<file path="src/rtl/approx_cmp_pkg.sv">
// Shared types and constants for the approximate sequential comparator.
// Holds the FSM state encoding, the default operand width and the helpers
// that size the chunk index and chunk-count fields from the operand width.
package approx_cmp_pkg;

  localparam int DEF_WIDTH = 16;

  typedef enum logic [1:0] {
    IDLE = 2'd0,
    SCAN = 2'd1,
    DONE = 2'd2
  } state_t;

  // Number of 2-bit chunks in an operand.
  function automatic int calc_nch(input int w);
    return w / 2;
  endfunction

  // Width needed to hold any value 0..NCH (ceil(log2(NCH+1))).
  function automatic int calc_cw(input int w);
    int n;
    int r;
    n = w / 2 + 1;
    r = 0;
    for (int i = 0; i < 31; i++) begin
      if ((1 << i) < n) r = i + 1;
    end
    return r;
  endfunction

endpackage

</file>
<file path="src/rtl/approx_cmp_seq_tbc2.sv">
// Two-bit magnitude compare of one operand chunk.
// Latency: purely combinational, no state.
// Backpressure: none, outputs follow inputs directly.
module tbc2 (
  input  logic [1:0] a,
  input  logic [1:0] b,
  output logic       gt,
  output logic       eq,
  output logic       lt
);

  // Exactly one of the three outputs is high for any input pair.
  always_comb begin
    gt = (a > b);
    eq = (a == b);
    lt = (a < b);
  end

endmodule

</file>
<file path="src/rtl/approx_cmp_seq.sv">
// Sequential MSB-first compare of two operands, one 2-bit chunk per cycle,
// optionally ignoring the lowest approx_lvl chunks. Latency equals chunks_used
// (early exit on first unequal chunk). Result holds in DONE until out_ready.
module approx_cmp_seq
  import approx_cmp_pkg::*;
#(
  parameter int WIDTH = DEF_WIDTH,
  localparam int NCH  = calc_nch(WIDTH),
  localparam int CW   = calc_cw(WIDTH)
) (
  input  logic             clk,
  input  logic             rst_n,
  input  logic             in_valid,
  output logic             in_ready,
  input  logic [WIDTH-1:0] a,
  input  logic [WIDTH-1:0] b,
  input  logic [CW-1:0]    approx_lvl,
  output logic             out_valid,
  input  logic             out_ready,
  output logic             gt,
  output logic             eq,
  output logic             lt,
  output logic             approx,
  output logic [CW-1:0]    chunks_used
);

  localparam logic [CW-1:0] TOP_IDX = CW'(NCH - 1);

  state_t           state;
  logic [WIDTH-1:0] a_q;
  logic [WIDTH-1:0] b_q;
  logic [CW-1:0]    lvl;
  logic [CW-1:0]    idx;

  logic [1:0]       ca;
  logic [1:0]       cb;
  logic             c_gt;
  logic             c_eq;
  logic             c_lt;
  logic [CW-1:0]    lvl_clamped;

  // Only IDLE accepts work, so every result is followed by at least one bubble.
  assign in_ready = (state == IDLE);

  // Requests to ignore every chunk still examine the most significant one.
  assign lvl_clamped = (approx_lvl > TOP_IDX) ? TOP_IDX : approx_lvl;

  // Select the chunk currently under examination from the captured operands.
  always_comb begin
    ca = '0;
    cb = '0;
    for (int i = 0; i < NCH; i++) begin
      if (idx == CW'(i)) begin
        ca = a_q[2*i +: 2];
        cb = b_q[2*i +: 2];
      end
    end
  end

  tbc2 u_tbc2 (
    .a  (ca),
    .b  (cb),
    .gt (c_gt),
    .eq (c_eq),
    .lt (c_lt)
  );

  // Control FSM with registered result outputs.
  always_ff @(posedge clk or negedge rst_n) begin
    if (!rst_n) begin
      state       <= IDLE;
      a_q         <= '0;
      b_q         <= '0;
      lvl         <= '0;
      idx         <= '0;
      out_valid   <= 1'b0;
      gt          <= 1'b0;
      eq          <= 1'b0;
      lt          <= 1'b0;
      approx      <= 1'b0;
      chunks_used <= '0;
    end else begin
      case (state)
        IDLE: begin
          if (in_valid) begin
            a_q   <= a;
            b_q   <= b;
            lvl   <= lvl_clamped;
            idx   <= TOP_IDX;
            state <= SCAN;
          end
        end
        SCAN: begin
          if (!c_eq) begin
            // First differing chunk from the top decides the ordering.
            gt          <= c_gt;
            lt          <= c_lt;
            eq          <= 1'b0;
            approx      <= 1'b0;
            chunks_used <= CW'(NCH) - idx;
            out_valid   <= 1'b1;
            state       <= DONE;
          end else if (idx == lvl) begin
            // All significant chunks matched; lower ones are deliberately ignored.
            gt          <= 1'b0;
            lt          <= 1'b0;
            eq          <= 1'b1;
            approx      <= (lvl != '0);
            chunks_used <= CW'(NCH) - idx;
            out_valid   <= 1'b1;
            state       <= DONE;
          end else begin
            idx <= idx - 1'b1;
          end
        end
        DONE: begin
          if (out_ready) begin
            out_valid   <= 1'b0;
            gt          <= 1'b0;
            eq          <= 1'b0;
            lt          <= 1'b0;
            approx      <= 1'b0;
            chunks_used <= '0;
            state       <= IDLE;
          end
        end
        default: state <= IDLE;
      endcase
    end
  end

endmodule

</file>
<file path="config.mk">
export PLATFORM = sky130hd
export DESIGN_NAME = approx_cmp_seq
export DESIGN_NICKNAME = d
export VERILOG_FILES = /design/src/rtl/approx_cmp_pkg.sv /design/src/rtl/approx_cmp_seq_tbc2.sv /design/src/rtl/approx_cmp_seq.sv
export SDC_FILE = /design/constraint.sdc
export NUM_CORES = 1
export LEC_CHECK = 0
export CORE_UTILIZATION = 51
export DETAILED_ROUTE_END_ITERATION = 10
export GPL_TIMING_DRIVEN = 1
export PLACE_DENSITY = 0.79
export SLEW_MARGIN = 20
export SYNTH_ARGS = -nofsm -noshare
export SYNTH_HDL_FRONTEND = slang
export SYNTH_SLANG_ARGS = --single-unit
</file>
<file path="constraint.sdc">
create_clock -name clk -period 3.24 [get_ports clk]
set_input_delay 0.486 -clock clk [delete_from_list [all_inputs] [get_ports clk]]
set_output_delay 0.486 -clock clk [all_outputs]
set_load 0.01 [all_outputs]
</file>
After elaboration in Yosys (flattened, before gate mapping)
Cells that the tools add are included.
{ "word_totals": {"in_bits": 40, "ram_bits": 0, "mem_bits_ro": 0, "memories": 0, "register_bits": 51, "wordCells": 85, "latch_bits": 0} }
{ "op_classes": {"reduce_logical": 9, "muxes": 44, "mul": 0, "n_lt_le_gt_ge": 3, "addsub": 2, "n_bitwise": 0, "shifts": 0, "n_div": 0, "n_eq_ne": 16} }
{ "op_table": {"columns": ["cell", "count"], "rows": [
  ["2-bit two-way mux", 20],
  ["4-bit two-way mux", 7],
  ["4-bit by 3-bit == test with 1-bit output, second input constant", 4],
  ["4-bit case mux with 2 select lines", 2],
  ["1-bit case mux with 2 select lines", 5],
  ["1-bit two-way mux", 9],
  ["4-bit by 2-bit == test with 1-bit output, second input constant", 2],
  ["2-bit != test, second input constant", 4],
  ["2-bit case mux with 3 select lines", 1],
  ["3-bit AND reduction", 2],
  ["4-bit by 1-bit == test with 1-bit output, second input constant", 1],
  ["4-bit == test", 1],
  ["4-bit by 3-bit > comparator with 1-bit output, second input constant", 1],
  ["4-bit logical NOT", 1],
  ["4-bit AND reduction", 1],
  ["2-bit nonzero test", 2],
  ["4-bit nonzero test", 1],
  ["4-bit by 1-bit subtractor with 4-bit output, second input constant", 1],
  ["4-bit subtractor, first input constant", 1],
  ["3-bit != test, second input constant", 1],
  ["2-bit by 1-bit == test with 1-bit output, second input constant", 1],
  ["2-bit == test", 1],
  ["2-bit == test, second input constant", 1],
  ["2-bit > comparator", 1],
  ["3 further kinds", 3]
]} }

Logic depth before layout (Yosys ltp)
Gate-level depths: netlist of the first run.
{ "logic_depth": {"word_depth": 12, "ltp_mapped": 13, "ltp_nobuf": 11} }

By module
From an unflattened synthesis of the first run, not the netlist that was laid out.
{ "unflattened": {"hier_cells": 208, "area_unflattened_um2": 2506.2} }
{ "modules_own_cells": {"columns": ["module", "seq_area_each_um2", "cells_each", "n_inst", "area_per_inst_um2"], "rows": [
  ["approx_cmp_seq", 1276.2, 199, 1, 2443.6],
  ["tbc2", 0.0, 9, 1, 62.6]
]} }

Least setup slack after synthesis of the first run
Ideal clock, no wire load.
{ "synth_timing": {"path_type": "reg-to-reg", "start": "register idx[0]", "end": "register idx[0]", "slack_ps": 467, "arrival_time_ps": 2648, "setup_time_ps": 125, "synth_period_minus_slack_ps": 2773, "t_required_ps": 3115, "path_stages_with_launch": 13, "path_cell_list": "dfrtp_1 > inv_1 > ha_1 > nor2b_1 > buf_2 > a221oi_1 > a211o_1 > a221o_1 > ha_1 > and4b_1 > o41ai_4 > nand2_1 > mux2_4"} }
{ "synth_via": {"elab_chain_len": 12, "word_cells_on_any_way": 33, "classes_between": "1 x add/sub; 11 x eq/ne; 19 x mux; 2 x reduce/logical"} }
{ "synth_lines": {"columns": ["element", "line", "source"], "rows": [
  ["start, declared", "approx_cmp_seq.sv:33", "logic [CW-1:0] idx;"],
  ["start signal, assigned", "approx_cmp_seq.sv:113", "idx <= idx - 1'b1;"],
  ["4-bit logical NOT", "approx_cmp_seq.sv:53", "if (idx == CW'(i)) begin"],
  ["2-bit two-way mux (8 in a row)", "approx_cmp_seq.sv:53", null],
  ["2-bit == test", "approx_cmp_seq_tbc2.sv:15", "eq = (a == b);"],
  ["2-bit != test (no source line)", null, null],
  ["4-bit AND reduction (no source line)", null, null]
]} }
Several ways; a longest one is shown, not always the timed one. The select of a mux whose other input is x is not followed.
A chain may end at the register's enable or synchronous reset.

Worst setup path after layout of the first run
Same ends and word-level chain as after synthesis.

==> metrics, run 1 <==
Routed Antenna Nets 0; outcome finished, final reports clean; Die Area around 5300 sq um; drt drc 0; sequential-to-total area share from yosys stat about half; largest net degree at the start of global routing 52; Boundary Pins 50; CP max FO 7; fmax 333.1 MHz; routed via count between 2k and 2.5k; Fin Clk Skew around 0.0046 ns; Sw Ratio about 40%; final WL ~5500 um; Worst Setup End Kind flip-flop; Synth Area in Compound Gates between 10% and 20%; mux cell area share after synthesis 1.772%; Peak VDD IR just under 0.5 mV; CP startpoint kind flip-flop; grt ovf 0; chip width between 70 and 80 um; Initial Util between 50% and 60%; Buffers on Ports between 40 and 50; worst skew pair latency 0.29 ns; area grow syn2layout 24.80%; Worst Hold Class primary input to asynchronous set/reset pin; Final setup viols 0; Die Ht ~73 um; Total Nets Final about 370; Hold Fails Final Rpt 0; clk buf depth 2; Post-Synth Simple-Gate Area a little under a quarter; clock sink count between 50 and 60; site row count 25; Post-synth top flop dfrtp_1; vias in the first global route between 2k and 2.5k; Static Leak approximately 1.5 nW; H-tree depth 2; Worst EP arrival roughly 3.2 ns; Cell Area, Synth approximately 2500 sq um; total CTS buffers 5; cell-internal power around 1.6 mW; WP data required approximately 3.4 ns; Least-Margin Pin Slew between 0.8 and 0.9 ns; CTS Hold Bufs 0; Mean Syn Cell Area approximately 9 sq um; top cell type's share of synthesized area 50.20%; first-pass GRT wire length 9798 um; total track usage 24.24%; Post-Syn Instances 283; diode count 0; Post-synth ARST share between 90% and 100%; core box area roughly 4800 sq um; Post-synth EDFFs 0; Final min period about 3.0 ns; Core Util, Final 66.74%; Detailed Place HPWL a little over 4000 um; Synth Area in XOR/XNOR 2.756%; Post-Synth Adder-Cell Area under 10%; CTS tree done; RSZ-0062 raised after global routing false; Clk pwr share 12.7%; MaxCap Viol Count 0; Synth area leaders dfrtp_1, nand2_1, ha_1; GPL Wtd Cong 0.9061; commonest non-fill, non-tap cell in the layout nand2_1; most frequent cells in the layout nand2_1, dfrtp_1, clkdlybuf4s50_1, nor2_1, o21ai_0; Net Count, Synth roughly 330; biggest area consumer among synthesized cells dfrtp_1; Worst-path clk slew around 0.090 ns; Comb power frac 47.9%; DR pass1 iterations 4; setup TNS 0 ns; PwrDens approximately 870 nW/um^2; DR vias/cell 5.189; count of pins over their slew limit 0; post-synth cell types 45; largest family of logic cells by synthesized area simple AND/OR/NAND/NOR gates; flops & latches, synth slightly above 50; fin crit share between 90% and 100%; placed instance count a little under 400; Iteration-0 DRC Markers 76; Sw Pwr roughly 1.1 mW; critical path class flip-flop to flip-flop; routed len/inst 13.95 um; layout cells sized above 1 6.383%; initial antenna violation count 0; Non-Filler Instances 396; Synth warnings 0; root buf cell clkbuf_8; sequential share of power 39.4%; headroom to the max-slew limit 45.34%
## what timing repair did
item	in CTS	in global routing
hold endpoints to repair	0	0
gates resized for setup	0	3
setup buffers	0	0
endpoints found under the setup margin	0	12
## power groups by stage
stage / logic (mW) / clock network (mW) / registers [mW]
after global placement: 1.28 / 0 / 1.10
after floorplan: 0.917 / 0 / 1.06
after global routing: 1.49 / 0.384 / 1.13
after CTS: 1.32 / 0.358 / 1.09
after detailed placement: 1.31 / 0 / 1.10
final: 1.32 / 0.350 / 1.09
## state kept, by name (all words and copies together) (netlist names), 2 cells and up
signal,flops
a_q,16
b_q,16
chunks_used,4
idx,4
lvl,4
state,2
## kinds of logic (layout without fill, tap and decap cells)
family | Yosys count | count (layout)
AO/OA/AOI/OAI | 50 | 50
XOR/XNOR | 5 | 5
adder cells (fa/ha/maj) | 6 | 6
buffers and inverters | 26 | 72
flip-flops | 51 | 51
multiplexers | 4 | 4
AND/OR/NAND/NOR | 141 | 141
## metal layers
metal | GRT usage (%) | vias to the layer above | part of all wire, %
li1 | - | 1030 | -
met3 | 3.591 | 12 | 3.2
met1 | 32.60 | 957 | 45
met2 | 40.19 | 56 | 49
met5 | 0 | - | 0
met4 | 8.715 | 0 | 2.3
## worst max-delay path, stage by stage, from the launching register on
cell       delay [ns]
dfrtp_1          0.45
inv_1            0.08
buf_4            0.15
ha_1             0.27
buf_4            0.19
a221o_1          0.27
a221oi_1         0.25
a2111oi_0        0.11
ha_1             0.38
and4b_1          0.22
o41ai_4          0.09
nand2_1          0.13
mux2_4           0.29
## layout make-up
class                   count  area [sq um]
multi-input cells         206          1162
clock inverters             3         15.01
flip-flops and latches     51          1276
fillers                   421          1582
clock buffers               5         68.82
well taps                  67         83.83
repair buffers             55         533.0
inverters                   9         33.78
## synth_stat cells (4+ instances only)
| cell type | instances |
|---|---|
| a21oi_1 | 8 |
| a221oi_1 | 4 |
| and2_1 | 5 |
| clkbuf_1 | 13 |
| dfrtp_1 | 51 |
| ha_1 | 6 |
| inv_1 | 9 |
| nand2_1 | 108 |
| nand2b_1 | 5 |
| nor2_1 | 11 |
| o21ai_0 | 10 |
| o22ai_1 | 5 |
## through the flow
step	power (mW)	hold WS, ns	instance area, sq um	worst slack [ns]
after global routing	2.998	0.2505	3173	0.005982
after CTS	2.769	0.4265	3163	0.02550
after detailed placement	2.414	0.4678	3079	0.03287
after global placement	2.374	0.4615	3079	0.2123
after floorplan	1.976	0.1904	2542	0.4672
final	2.765	0.2057	3173	0.2376
## worst paths after layout
kind	endpoint	from	slack [ns]	depth (start not counted)
worst max-delay path	idx[0]	idx[0]	0.24	12
worst min-delay path	lvl[2]	rst_n	0.21	1
worst max register to register	idx[0]	idx[0]	0.24	12
worst min register to register	b_q[12]	b_q[12]	0.48	2
max in group asynchronous	b_q[6]	rst_n	2.61	1
min in group clk	b_q[12]	b_q[12]	0.48	2
No activity file was read; power rests on OpenSTA's default activity.
==> run 2: changes to the inputs <==
- SETUP_SLACK_MARGIN: unset -> 0.2
==> metrics, run 2 (synthesis gave the netlist of run 1 again) <==
fin crit share ~89%; headroom to the max-slew limit 45.53%; most frequent cells in the layout nand2_1, dfrtp_1, clkdlybuf4s50_1, nor2_1, o21ai_0; Hold Fails Final Rpt 0; commonest non-fill, non-tap cell in the layout nand2_1; Crit-path slowest cell dfrtp_2; Final min period roughly 2.9 ns; outcome finished, final reports clean; largest net degree at the start of global routing 52; total track usage roughly a quarter; Worst Hold Class primary input to asynchronous set/reset pin; GPL Wtd Cong 0.9061; area grow syn2layout 26.48%; Initial Util 53.47%; critical path buffer and inverter count 1; Core Util, Final 67.63%; vias in the first global route 2119; WP data required roughly 3.4 ns; routed len/inst approximately 14 um; Detailed Place HPWL 4080 um; CTS tree done; layout cells sized above 1 between 8 and 9%; H-tree depth 2; clk buf depth 2; core box area roughly 4800 sq um; root buf cell clkbuf_8; Iteration-0 DRC Markers 79; worst skew pair latency about 0.30 ns; Fin Clk Skew 0.005100 ns; first-pass GRT wire length 9832 um; site row count 25; CP startpoint kind flip-flop; Total Nets Final 376; Worst-path clk slew about 0.090 ns; CP max FO 7; total CTS buffers 5; DR pass1 iterations 5; Die Ht around 73 um; clock sink count just over 50; diode count 0; Peak VDD IR ~0.49 mV; grt ovf 0; Die Area 5271 sq um; Worst Setup End Kind flip-flop; MaxCap Viol Count 0; setup TNS 0 ns; Final setup viols 0; DR vias/cell just over 5; PwrDens between 800 and 900 nW/um^2; filler cell count in the final layout 411; crit path cell chain inv_1 -> ha_4 -> nor2b_4 -> a221oi_1 -> a211o_1 -> a221o_1 -> ha_1 -> and4b_1 -> o41ai_4 -> nand2_1 -> mux2_4; Routed Antenna Nets 0; chip width 72.61 um; RSZ-0062 raised after global routing false; critical path class flip-flop to flip-flop; largest registers a_q x16, b_q x16; Top Family by Delay on Critical Path compound AO/OA/AOI/OAI gates; initial antenna violation count 0; final WL 5568 um; CP peak stage delay about 0.45 ns; CTS Hold Bufs 0; routed via count between 2k and 2.5k; Worst EP arrival around 3 ns; fmax between 300 and 400 MHz; Static Leak 1.509 nW; drt drc 0; count of pins over their slew limit 0; Boundary Pins 50; Least-Margin Pin Slew 0.8171 ns; Buffers on Ports 49
run 2: per-stage QoR:
step                power [mW]  hold WS, ns  instance area, sq um  worst slack [ns]  instances
global placement         2.374       0.4615                  3079            0.2123        388
detailed placement       2.414       0.4678                  3079           0.03287        388
CTS                      2.772       0.4265                  3171            0.2307        396
finish                   2.816       0.2010                  3216            0.3445        398
floorplan                1.976       0.1904                  2542            0.4672        283
global route             3.051       0.2504                  3216            0.1999        398
run 2: worst paths after layout:
check                        start  endpoint  slack (ns)  depth (start not counted)
max                         idx[0]    idx[0]        0.34                         11
min                          rst_n    lvl[2]        0.20                          1
max reg2reg                 idx[0]    idx[0]        0.34                         11
min reg2reg                b_q[12]   b_q[12]        0.48                          2
max in group asynchronous    rst_n    idx[0]        2.60                          1
min in group clk           b_q[12]   b_q[12]        0.48                          2
run 2: timing repair:
item                       CTS  global route
pin swaps                    0             1
gates resized for setup      2             9
buffers inserted             0             2
setup endpoints to repair   11            11
run 2: layout make-up:
class / count / area (sq um) / share of cell area (%)
clock buffer: 5 / 68.82 / 2.140
clock inverter: 3 / 15.01 / 0.4669
inverter: 9 / 33.78 / 1.051
multi-input combinational: 206 / 1189 / 36.97
sequential: 51 / 1277 / 39.73
tap: 67 / 83.83 / 2.607
timing repair buffer: 57 / 548.0 / 17.04
run 2: worst register-to-register path, cell delays in order, from the launching register on:
cell	delay, ns
dfrtp_2	0.45
inv_1	0.13
ha_4	0.18
nor2b_4	0.24
a221oi_1	0.11
a211o_1	0.28
a221o_1	0.33
ha_1	0.34
and4b_1	0.22
o41ai_4	0.09
nand2_1	0.13
mux2_4	0.29
run 2: power breakdown:
group          switching, mW  leakage [nW]  internal [mW]
clock                  0.203        0.0477          0.148
combinational          0.767         0.834          0.605
sequential             0.186         0.627          0.908
run 2: metal layers:
metal	vias up	wire, um	track usage [%]
met2	62	2770	40.60
met4	0	111	8.497
li1	1034	-	-
met5	-	0	0
met3	11	248	3.591
met1	950	2438	32.51
